### src/rtl/gcd_pkg.sv
// Shared types for the GCD engine: controller states and reduction-mode encodings.
package gcd_pkg;

    typedef enum logic [2:0] {
        IDLE,
        SUB,
        BIN,
        SHIFT,
        DONE
    } state_e;

    localparam logic MODE_SUB = 1'b0;
    localparam logic MODE_BIN = 1'b1;

endpackage

### src/rtl/gcd_step.sv
// One reduction step of the GCD datapath, either subtractive (Euclid) or binary (Stein).
module gcd_step
    import gcd_pkg::*;
#(
    parameter int WIDTH = 16
) (
    input  logic [WIDTH-1:0] a,
    input  logic [WIDTH-1:0] b,
    input  logic             mode,
    output logic [WIDTH-1:0] a_next,
    output logic [WIDTH-1:0] b_next,
    output logic             k_inc,
    output logic             equal
);

    logic [WIDTH-1:0] diff_ab;
    logic [WIDTH-1:0] diff_ba;

    // NOTE: every output gets a default first, so no path through this block can infer a latch.
    always_comb begin
        diff_ab = a - b;
        diff_ba = b - a;
        a_next  = a;
        b_next  = b;
        k_inc   = 1'b0;
        equal   = (a == b);

        if (!equal) begin
            if (mode == MODE_SUB) begin
                if (a > b) begin
                    a_next = diff_ab;
                end else begin
                    b_next = diff_ba;
                end
            end else if (!a[0] && !b[0]) begin
                a_next = a >> 1;
                b_next = b >> 1;
                k_inc  = 1'b1;
            end else if (!a[0]) begin
                a_next = a >> 1;
            end else if (!b[0]) begin
                b_next = b >> 1;
            end else if (a > b) begin
                // Difference of two odd numbers is even, so halving it is exact.
                a_next = diff_ab >> 1;
            end else begin
                b_next = diff_ba >> 1;
            end
        end
    end

endmodule

### src/rtl/gcd_engine.sv
// GCD engine: parallel operand load and result return over valid/ready, selectable Euclid/Stein reduction.
module gcd_engine
    import gcd_pkg::*;
#(
    parameter int WIDTH   = 16,
    parameter int ITER_W  = WIDTH,
    parameter int SHIFT_W = $clog2(WIDTH) + 1
) (
    input  logic              clk,
    input  logic              rst,
    input  logic              in_valid,
    output logic              in_ready,
    input  logic [WIDTH-1:0]  a_in,
    input  logic [WIDTH-1:0]  b_in,
    input  logic              mode,
    output logic              out_valid,
    input  logic              out_ready,
    output logic [WIDTH-1:0]  gcd_out,
    output logic [ITER_W-1:0] iter_cnt,
    output logic              zero_in
);

    state_e              state_q, state_d;
    logic [WIDTH-1:0]    a_q, a_d;
    logic [WIDTH-1:0]    b_q, b_d;
    logic                mode_q, mode_d;
    logic [SHIFT_W-1:0]  k_q, k_d;
    logic [ITER_W-1:0]   iter_q, iter_d;
    logic [WIDTH-1:0]    gcd_q, gcd_d;
    logic                zero_q, zero_d;

    logic [WIDTH-1:0]    step_a;
    logic [WIDTH-1:0]    step_b;
    logic                step_k_inc;
    logic                step_equal;
    logic [ITER_W-1:0]   iter_inc;

    gcd_step #(
        .WIDTH (WIDTH)
    ) u_step (
        .a      (a_q),
        .b      (b_q),
        .mode   (mode_q),
        .a_next (step_a),
        .b_next (step_b),
        .k_inc  (step_k_inc),
        .equal  (step_equal)
    );

    assign iter_inc = (&iter_q) ? iter_q : iter_q + ITER_W'(1);

    always_comb begin
        state_d = state_q;
        a_d     = a_q;
        b_d     = b_q;
        mode_d  = mode_q;
        k_d     = k_q;
        iter_d  = iter_q;
        gcd_d   = gcd_q;
        zero_d  = zero_q;

        case (state_q)
            IDLE: begin
                if (in_valid) begin
                    a_d    = a_in;
                    b_d    = b_in;
                    mode_d = mode;
                    iter_d = '0;
                    k_d    = '0;
                    if (a_in == '0 || b_in == '0) begin
                        gcd_d   = a_in | b_in;
                        zero_d  = 1'b1;
                        state_d = DONE;
                    end else begin
                        zero_d  = 1'b0;
                        state_d = (mode == MODE_BIN) ? BIN : SUB;
                    end
                end
            end
            SUB: begin
                if (step_equal) begin
                    gcd_d   = a_q;
                    state_d = DONE;
                end else begin
                    a_d    = step_a;
                    b_d    = step_b;
                    iter_d = iter_inc;
                end
            end
            BIN: begin
                if (step_equal) begin
                    state_d = SHIFT;
                end else begin
                    a_d    = step_a;
                    b_d    = step_b;
                    k_d    = k_q + SHIFT_W'(step_k_inc);
                    iter_d = iter_inc;
                end
            end
            SHIFT: begin
                gcd_d   = a_q << k_q;
                state_d = DONE;
            end
            DONE: begin
                if (out_ready) begin
                    state_d = IDLE;
                end
            end
            default: state_d = IDLE;
        endcase
    end

    // NOTE: state registers use non-blocking assignments so every flop samples pre-edge values.
    always_ff @(posedge clk) begin
        if (rst) begin
            state_q <= IDLE;
            a_q     <= '0;
            b_q     <= '0;
            mode_q  <= MODE_SUB;
            k_q     <= '0;
            iter_q  <= '0;
            gcd_q   <= '0;
            zero_q  <= 1'b0;
        end else begin
            state_q <= state_d;
            a_q     <= a_d;
            b_q     <= b_d;
            mode_q  <= mode_d;
            k_q     <= k_d;
            iter_q  <= iter_d;
            gcd_q   <= gcd_d;
            zero_q  <= zero_d;
        end
    end

    assign in_ready  = (state_q == IDLE);
    assign out_valid = (state_q == DONE);
    assign gcd_out   = gcd_q;
    assign iter_cnt  = iter_q;
    assign zero_in   = zero_q;

endmodule

### config.mk
export PLATFORM = sky130hd
export DESIGN_NAME = gcd_engine
export DESIGN_NICKNAME = d
export VERILOG_FILES = /design/src/rtl/gcd_pkg.sv /design/src/rtl/gcd_step.sv /design/src/rtl/gcd_engine.sv
export SDC_FILE = /design/constraint.sdc
export NUM_CORES = 1
export LEC_CHECK = 0
export ABC_AREA = 1
export ABC_CLOCK_PERIOD_IN_PS = 2600
export CAP_MARGIN = 25
export CORE_MARGIN = 2
export CORE_UTILIZATION = 45
export CTS_BUF_LIST = sky130_fd_sc_hd__clkbuf_4 sky130_fd_sc_hd__clkbuf_8
export DETAILED_ROUTE_END_ITERATION = 6
export PLACE_DENSITY = 0.72
export SKIP_LAST_GASP = 1
export SLEW_MARGIN = 30
export SYNTH_ARGS = -nofsm -noshare
export SYNTH_HDL_FRONTEND = slang
export SYNTH_SLANG_ARGS = --single-unit
export TNS_END_PERCENT = 10
### constraint.sdc
create_clock -name clk -period 2.6 [get_ports clk]
set_clock_uncertainty 0.15 [all_clocks]
set_input_delay 0.39 -clock clk [delete_from_list [all_inputs] [get_ports clk]]
set_output_delay 0.39 -clock clk [all_outputs]
set_load 0.02 [all_outputs]
# [Word level (Yosys, flattened, before mapping)]
# Index checks and enable logic that the tools add are counted.
# Widths: inputs -> output; s select.
[totals] in_bits=37 out_inout_bits=35 ff_bits=74 elab_cells=97
[classes] shifts=1 n_eq_ne=19 n_reduce_logical=21 n_mux=40 bitwise_logic=1 add_sub_neg=4 order_cmp=1
[op_table] op="$mux 16" n=22
[op_table] op="$pmux 16 s2" n=3
[op_table] op="$pmux 16 s3" n=1
[op_table] op="$logic_not 16->1" n=2
[op_table] op="$sub 16x16->16" n=2
[op_table] op="$add 16x1->16 const B" n=1
[op_table] op="$eq 16x16->1" n=1
[op_table] op="$gt 16x16->1" n=1
[op_table] op="$or 16x16->16" n=1
[op_table] op="$reduce_and 16->1" n=1
[op_table] op="$reduce_and 4->1" n=4
[op_table] op="$shl 16x5->16" n=1
[op_table] op="$mux 3" n=5
[op_table] op="$pmux 3 s5" n=1
[op_table] op="$ne 2x2->1 const B" n=6
[op_table] op="$reduce_and 6->1" n=2
[op_table] op="$mux 5" n=2
[op_table] op="$pmux 5 s2" n=1
[op_table] op="$ne 4x3->1 const B" n=2
[op_table] op="$eq 3x2->1 const B" n=2
[op_table] op="$add 5x1->5" n=1
[op_table] op="$ne 5x4->1 const B" n=1
[op_table] op="$reduce_and 5->1" n=1
[op_table] op="$mux 1" n=4
[op_table] op="other kinds (16)" n=19

# [Longest topological paths before layout]
# Gate-level depths: netlist of run 1.
[depth] depth_word=8 depth_mapped=17 mapped_depth_nobuf=17

# [Cells and area by module]
# From an unflattened synthesis of run 1, not the netlist that was laid out.
[hier_totals] hier_cells=1559 area_unflattened_um2=8562.0
[modules_own_cells] mod="gcd_engine" area_per_inst_um2=4675.7 instances=1 cells_each=757 seq_area_each_um2=1481.4
[modules_own_cells] mod="gcd_step" area_per_inst_um2=3886.2 instances=1 cells_each=802 seq_area_each_um2=0.0

# [Least setup slack after synthesis of run 1]
# OpenSTA, ideal clock, no wires.
[synth_path] kind="register -> register" start="reg a_q[0]" end="reg a_q[14]" required_time_ns=2.338 period_less_slack_ns=2.634 t_arrival_ns=2.372 n_path_buf=1 path_slack_ns=-0.034 stages_incl_launch_ff=17 setup_time_ns=0.112 path_cell_list="dfxtp_1 -> inv_1 -> ha_1 -> fa_1 -> inv_1 -> nand3_1 -> nand2_1 -> nand2_1 -> nand2_1 -> nand2_1 -> nand2_4 -> nand2_4 -> a21oi_4 -> buf_2 -> nand3_1 -> nor2_1 -> nor2_1"
[synth_between] elab_chain_len=8 word_cells_on_any_way=18 classes_between="add/sub (1); order compare (1); eq/ne (5); mux (8); reduce/logical (3)"
[synth_lines] item="start, declared" line_no="gcd_engine.sv:24" text="logic [WIDTH-1:0] a_q, a_d;"
[synth_lines] item="start signal, assigned" line_no="gcd_engine.sv:117" text="a_q <= '0;"
[synth_lines] item="start signal, assigned" line_no="gcd_engine.sv:126" text="a_q <= a_d;"
[synth_lines] item="$sub 16x16->16" line_no="gcd_step.sv:21" text="diff_ab = a - b;"
[synth_lines] item="$mux 16" line_no="gcd_step.sv:43" text="end else if (a > b) begin"
[synth_lines] item="$mux 16" line_no="gcd_step.sv:41" text="end else if (!b[0]) begin"
[synth_lines] item="$mux 16" line_no="gcd_step.sv:39" text="end else if (!a[0]) begin"
[synth_lines] item="$mux 16" line_no="gcd_step.sv:35" text="end else if (!a[0] && !b[0]) begin"
[synth_lines] item="$mux 16" line_no="gcd_step.sv:29" text="if (mode == MODE_SUB) begin"
[synth_lines] item="$mux 16" line_no="gcd_engine.sv:81, gcd_engine.sv:91"
[synth_lines] item="$pmux 16 s2" line_no="gcd_engine.sv:62" text="case (state_q)"
# Several ways; a longest one is shown, not always the timed one. The select of a mux whose other input is x is not followed.
# A chain may end at the register's enable or synchronous reset.

# [Final worst setup path of run 1]
[layout_path] start="reg a_q[6]" end="reg b_q[15]"
[layout_between] elab_chain_len=5 word_cells_on_any_way=11 classes_between="add/sub (1); order compare (1); eq/ne (4); mux (4); reduce/logical (1)"
[layout_lines] item="$sub 16x16->16" line_no="gcd_step.sv:22" text="diff_ba = b - a;"
[layout_lines] item="$mux 16" line_no="gcd_step.sv:30" text="if (a > b) begin"
[layout_lines] item="$mux 16" line_no="gcd_step.sv:29"
[layout_lines] item="$mux 16" line_no="gcd_engine.sv:81, gcd_engine.sv:91"
[layout_lines] item="$pmux 16 s2" line_no="gcd_engine.sv:62"
[layout_lines] item="end signal, assigned" line_no="gcd_engine.sv:118" text="b_q <= '0;"
[layout_lines] item="end signal, assigned" line_no="gcd_engine.sv:127" text="b_q <= b_d;"
[layout_lines] item="end, declared" line_no="gcd_engine.sv:25" text="logic [WIDTH-1:0] b_q, b_d;"
# Several ways; a longest one is shown, not always the timed one. The select of a mux whose other input is x is not followed.

==> results of run 1 <==
## worst paths after layout
check,slack [ns],to,cells past startpoint
setup / recovery,0.07,b_q[15]$_SDFFE_PP0P_,15
hold / removal,0.34,gcd_out[3]$_SDFFE_PP0P_,2
setup reg to reg,0.07,b_q[15]$_SDFFE_PP0P_,15
hold reg to reg,0.34,gcd_out[3]$_SDFFE_PP0P_,2
## power breakdown
part / total, mW / switching (mW) / internal [mW]
sequential: 1.62 / 0.199 / 1.42
combinational: 9.26 / 5.89 / 3.37
clock: 1.16 / 0.508 / 0.652
## cell usage after synthesis, drive strengths merged
cell type / instances
or2: 2
clkbuf: 32
xor2: 17
fa: 2
a22oi: 2
nor3b: 2
buf: 16
a21oi: 99
mux2i: 4
nand4: 24
and2: 2
a211oi: 1
inv: 180
nand2: 431
nor3: 17
ha: 35
nand3: 77
o221ai: 6
xnor2: 5
o22ai: 5
dfxtp: 74
nor4: 10
o21bai: 11
o211ai: 5
nor2: 154
clkinv: 4
o21ai: 84
## final cells by class
cell class,instances,area (um^2),share of cell area
inverters,184,691,0.0736
well taps,216,270,0.0288
clock inverters,6,115,0.0123
flip-flops and latches,74,1480,0.158
repair buffers,197,1710,0.182
multi-input cells,995,4980,0.531
clock buffers,10,131,0.0140
## timing repair
action | 4_1_cts | 5_1_grt
pin swaps | 1 | 12
resized for setup | 0 | 28
buffers inserted | 1 | 5
setup endpoints to repair | 15 | 65
## registers in the layout (all words and copies together) (netlist names)
name	cells
a_q	16
b_q	16
gcd_out	16
iter_cnt	16
k_q	5
state_q	3
mode_q	1
zero_in	1
## routing by layer
metal | global-route usage | up-vias | wire (um)
met4 | 0.139 | 0 | 1080
met2 | 0.506 | 449 | 12200
li1 | - | 4463 | -
met5 | 0 | - | 0
met3 | 0.0444 | 81 | 2360
met1 | 0.417 | 4098 | 11900
## logic make-up (layout without fill, tap and decap cells)
logic type	count (synthesis)	after routing
AND/OR/NAND/NOR	719	719
XOR/XNOR	22	22
AO/OA/AOI/OAI	213	213
buffers and inverters	232	397
flip-flops	74	74
adder cells (fa/ha/maj)	37	37
multiplexers	4	4
## tightest hold or removal path, delay by kind of cell (launching register included)
kind,cells,cell delay [ns]
simple gates,2,0.14
flops,1,0.31
## stage by stage
stage / TNS (ns) / cell area [um^2] / worst slack (ns) / power (mW) / hold WS, ns
global route: -1.14 / 9380 / -0.0718 / 13.1 / 0.363
finish: 0 / 9380 / 0.0663 / 12.0 / 0.340
CTS: -0.0174 / 9240 / -0.0174 / 11.5 / 0.343
global placement: 0 / 8980 / 0.0196 / 10.2 / 0.320
floorplan: -0.00931 / 7280 / -0.00554 / 7.18 / 0.307
detailed placement: -0.0795 / 8980 / -0.0164 / 10.3 / 0.325
## layout by cell type (no fill, tap or decap), drive strengths merged, types with 35 or more instances in the layout
cell           netlist  final
a21oi               99     99
ha                  35     35
nor2               154    154
nand2              431    431
inv                180    180
clkdlybuf4s50        0     71
buf                 16    126
dfxtp               74     74
nand3               77     77
o21ai               84     84
==> run metrics, run 1 <==
Arrival @ worst endpoint 2.64 ns; simple-gate share of the synthesized area 0.414; unrepaired setup endpoints after global routing yes; post-route ant nets 0; largest net degree at the start of global routing 36; Antenna diodes 0; initial antenna violation count 0; die height 131 um; Worst Hold Launch gcd_out[3]$_SDFFE_PP0P_; mux cell area share after synthesis 0.00550; Cells after Synth 1301; critical path cell sequence inv_1, ha_1, nand2_1, nor2_4, nand2_1, inv_1, nand3_1, inv_1, nor2_1, nand3_1, nand3_2, inv_1, buf_12, nand2_1, a21oi_1; Synth Cell Area 0.00728 mm^2; die area 0.0172 mm^2; Worst-Skew Late Latency 0.38 ns; area grow syn2layout 28.9%; final core utilization 0.593; Num CTS Buffers 9; Remaining Overflow, GRT 0; routability cong. 0.983; YS warnings 0; Synth top area share 0.218; Synth Area in Adders 0.0657; Reg clk slew, reported paths 0.09 ns; Final Max Slew Viols 0; Wirelength per Cell 16.4 um; post-synthesis compound-gate area fraction 0.160; hold crit path type reg2reg; Worst EP required 2.71 ns; Post-route DRC 0; Slew HR 0.476; Die Width 131 um; count of final hold-check violations 0; Filler cells 1632; Final #Nets 1535; Finished Layout Cells 1682; Worst Path Buf+Inv 5; vias in the first global route 8441; Total Routing Usage GR 0.314; Leak 4.63 nW; H-tree levels 3; Initial Util 0.460; FF+latch count, synth 74; CP startpoint a_q[6]$_SDFFE_PP0P_; CP Max Fanout 5; VDD IR-drop max 0.000600 V; routed vias/inst 5.40; critical path's slowest cell dfxtp_1; final wirelength 27.6 mm; critical path startpoint category flip-flop; Yosys cell types 42; Slew @ Worst Pin 0.785 ns; fin crit share 0.974; critical path class reg2reg; CP top delay family simple AND/OR/NAND/NOR gates; post-synthesis average cell area 5.59 um^2; core area 0.0158 mm^2; largest area contributor in the netlist nand2_1; Tmin final 2.53 ns; clock sink count 74; max incr delay on CP 0.34 ns; DR iter-0 viols 929; via count 9091; CTS tree yes; I/O Pins 72; status completed; # rows 46; Seq/Total Area, Yosys 0.204; max_cap viols 0; Syn Nets 1375; Clock Tree Buf Depth 2; port buffer count 71; FF-to-FF Start a_q[6]$_SDFFE_PP0P_; CTS root buf clkbuf_8; first-pass GRT wire length 43.3 mm; Area contributors post-synth nand2_1 (22%), dfxtp_1 (20%), inv_1 (8.9%); most frequent CP cell inv_1; hold-fix buffers at CTS 0; DPL Wire Length 21.9 mm; # setup viols final 0; pwr/cell area 1280 mW/mm^2; drt pass-1 iters 6; XOR/XNOR Fraction of Synth Area 0.0265; placed cells 1660; Setup crit end kind flip-flop; fmax 395 MHz; share of cells above drive strength 1 0.132; main combinational cell family by area after synthesis simple AND/OR/NAND/NOR gates
Power figures use the tool's default switching activity.
==> run 2, diff against run 1 <==
--- a/config.mk
+++ b/config.mk
@@ -5,14 +5,13 @@
 export SDC_FILE = /design/constraint.sdc
 export NUM_CORES = 1
 export LEC_CHECK = 0
-export ABC_AREA = 1
 export ABC_CLOCK_PERIOD_IN_PS = 2600
 export CAP_MARGIN = 25
 export CORE_MARGIN = 2
 export CORE_UTILIZATION = 45
 export CTS_BUF_LIST = sky130_fd_sc_hd__clkbuf_4 sky130_fd_sc_hd__clkbuf_8
 export DETAILED_ROUTE_END_ITERATION = 6
-export PLACE_DENSITY = 0.72
+export PLACE_DENSITY = 0.73
 export SKIP_LAST_GASP = 1
 export SLEW_MARGIN = 30
 export SYNTH_ARGS = -nofsm -noshare
==> run 2 against run 1 <==
  * The run now ends with setup timing left
  * Non-clock buffer count increased by 86
  * Final area up 0.43%
  * Critical path depth fell by 2
  * Utilization is 8.1 points higher
  * Area after synthesis is 11% lower
  * Synthesized cell count decreased by 33%
  * Wire length fell by 7.8%
  * Critical endpoint is now a_q[0]$_SDFFE_PP0P_
==> run metrics, run 2 <==
Final WS setup -0.250 ns; # setup viols final 53; Wirelength per Cell 19.8 um; FF+latch count, synth 74; Antenna diodes 0; dpl cell area 0.00869 mm^2; routability cong. 1.00; first-pass GRT wire length 39.0 mm; largest net degree at the start of global routing 35; count of final hold-check violations 0; Synth Area in Adders 0.0737; routed vias/inst 6.08; pwr/cell area 1400 mW/mm^2; most common cell in the netlist nor2_1; Post-route DRC 0; final wirelength 25.4 mm; Slew @ Worst Pin 0.769 ns; core area 0.0140 mm^2; most common cell after layout, fill and taps aside buf_4; critical path startpoint category flip-flop; Total Routing Usage GR 0.330; Main synth FF type dfxtp_1; die height 124 um; Seq/Total Area, Yosys 0.228; Leak 3.74 nW; Arrival @ worst endpoint 2.96 ns; share of cells above drive strength 1 0.313; mux cell area share after synthesis 0.0316; Reg clk slew, reported paths 0.09 ns; hold-fix buffers at CTS 0; max incr delay on CP 0.38 ns; YS warnings 0; fmax 351 MHz; total power draw 13.2 mW; die area 0.0154 mm^2; Post-synth top cells nor2_1 (102), a21oi_1 (75), dfxtp_1 (74); status finished, violations left; max_cap viols 0; Final #Nets 1175; critical path cell sequence inv_4, ha_4, fa_2, nand2b_4, a21oi_4, a21oi_4, o21ai_4, buf_4, nand2_2, buf_4, a21oi_1, o211ai_1, o31ai_1; hold crit path type in2reg; post-synthesis compound-gate area fraction 0.315; Die Width 124 um; Area contributors post-synth dfxtp_1 (23%), ha_1 (6.8%), nor2_1 (5.9%); CTS root buf clkbuf_8; Initial Util 0.464; Post-synth EDFFs 0; Remaining Overflow, GRT 0; CP top delay family compound AO/OA/AOI/OAI gates; critical path class reg2reg; Synth top area share 0.228; placed cells 1253; Worst Path Buf+Inv 3; fin crit share 1.10; setup tns final -6.12 ns; XOR/XNOR Fraction of Synth Area 0.0594; via count 7822; post-synthesis average cell area 7.41 um^2; unrepaired setup endpoints after global routing yes; failing checks setup timing; Worst-Skew Late Latency 0.37 ns; Finished Layout Cells 1286; Setup crit end kind flip-flop; # rows 43; Final Cell Area 0.00942 mm^2; Syn Nets 950; final core utilization 0.674; Worst EP required 2.71 ns; Clock Tree Buf Depth 2; critical path's slowest cell dfxtp_4; Final Max Slew Viols 0; Synth Cell Area 0.00649 mm^2; Slew HR 0.487; CP Max Fanout 7; most frequent cells in the layout buf_4 (202), nor2_1 (100), clkdlybuf4s50_1 (70), a21oi_1 (68), nand2_1 (64); Cells after Synth 876; vias in the first global route 7209; DPL Wire Length 19.6 mm; simple-gate share of the synthesized area 0.218; Tmin final 2.85 ns; largest area contributor in the netlist dfxtp_1; DR iter-0 viols 957; Num CTS Buffers 9; area grow syn2layout 45.2%; pre-CTS setup slack -0.312 ns; post-route ant nets 0; initial antenna violation count 0; ys async rst share 0; drt pass-1 iters 5; Yosys cell types 74; VDD IR-drop max 0.00106 V; port buffer count 71; main combinational cell family by area after synthesis compound AO/OA/AOI/OAI gates; Worst Hold Slack 0.307 ns; CTS tree yes; H-tree levels 3; clock sink count 74; I/O Pins 72
-- run 2: cell count changes in the layout (fill, tap and decap cells not counted), moves of 29 or more --
cell | before | now
nand3_1 | 72 | 28
nor2_1 | 146 | 100
a21oi_1 | 97 | 68
nand2_1 | 418 | 64
inv_1 | 170 | 37
o21ai_0 | 81 | 51
buf_4 | 120 | 202
-- run 2: cell type report --
type | instances | area (um^2)
inverters | 45 | 171
repair buffers | 283 | 2350
clock buffers | 9 | 124
fillers | 1189 | 4570
multi-input cells | 688 | 4950
clock inverters | 7 | 86.3
well taps | 180 | 225
flip-flops and latches | 74 | 1520
-- run 2: repair_timing --
item	4_1_cts	5_1_grt
pin swaps	34	18
setup buffers	13	4
endpoints found under the hold margin	0	0
gates resized for setup	60	32
endpoints found under the setup margin	71	68
-- run 2: report_power, final --
part	switching [mW]	internal (mW)	leakage [nW]
sequential	0.222	1.40	0.612
clock	0.519	0.463	0.104
combinational	5.75	4.85	3.02
total	6.49	6.71	3.74
-- run 2: worst reg2reg max path: stages (launching register included) --
cell      delay, ns
dfxtp_4        0.38
inv_4          0.04
ha_4           0.16
fa_2           0.36
nand2b_4       0.16
a21oi_4        0.21
a21oi_4        0.10
o21ai_4        0.25
buf_4          0.16
nand2_2        0.14
buf_4          0.18
a21oi_1        0.21
o211ai_1       0.15
o31ai_1        0.10
-- run 2: worst paths after layout --
kind	startpoint	endpoint	slack [ns]	cells after the start
setup / recovery	a_q[0]$_SDFFE_PP0P_	a_q[0]$_SDFFE_PP0P_	-0.25	13
hold reg to reg	gcd_out[2]$_SDFFE_PP0P_	gcd_out[2]$_SDFFE_PP0P_	0.35	2
hold / removal	rst	state_q[0]$_SDFFE_PP0P_	0.31	2
setup reg to reg	a_q[0]$_SDFFE_PP0P_	a_q[0]$_SDFFE_PP0P_	-0.25	13
-- run 2: routing by layer --
metal | routed length (um) | global-route usage
met5 | 0 | 0
met2 | 11300 | 0.522
met1 | 10900 | 0.452
met3 | 2210 | 0.0476
met4 | 1060 | 0.129
-- run 2: cell families after synthesis --
group                    after synthesis
multiplexers                          20
flip-flops                            74
buffers and inverters                114
AO/OA/AOI/OAI                        294
XOR/XNOR                              44
adder cells (fa/ha/maj)               37
AND/OR/NAND/NOR                      293
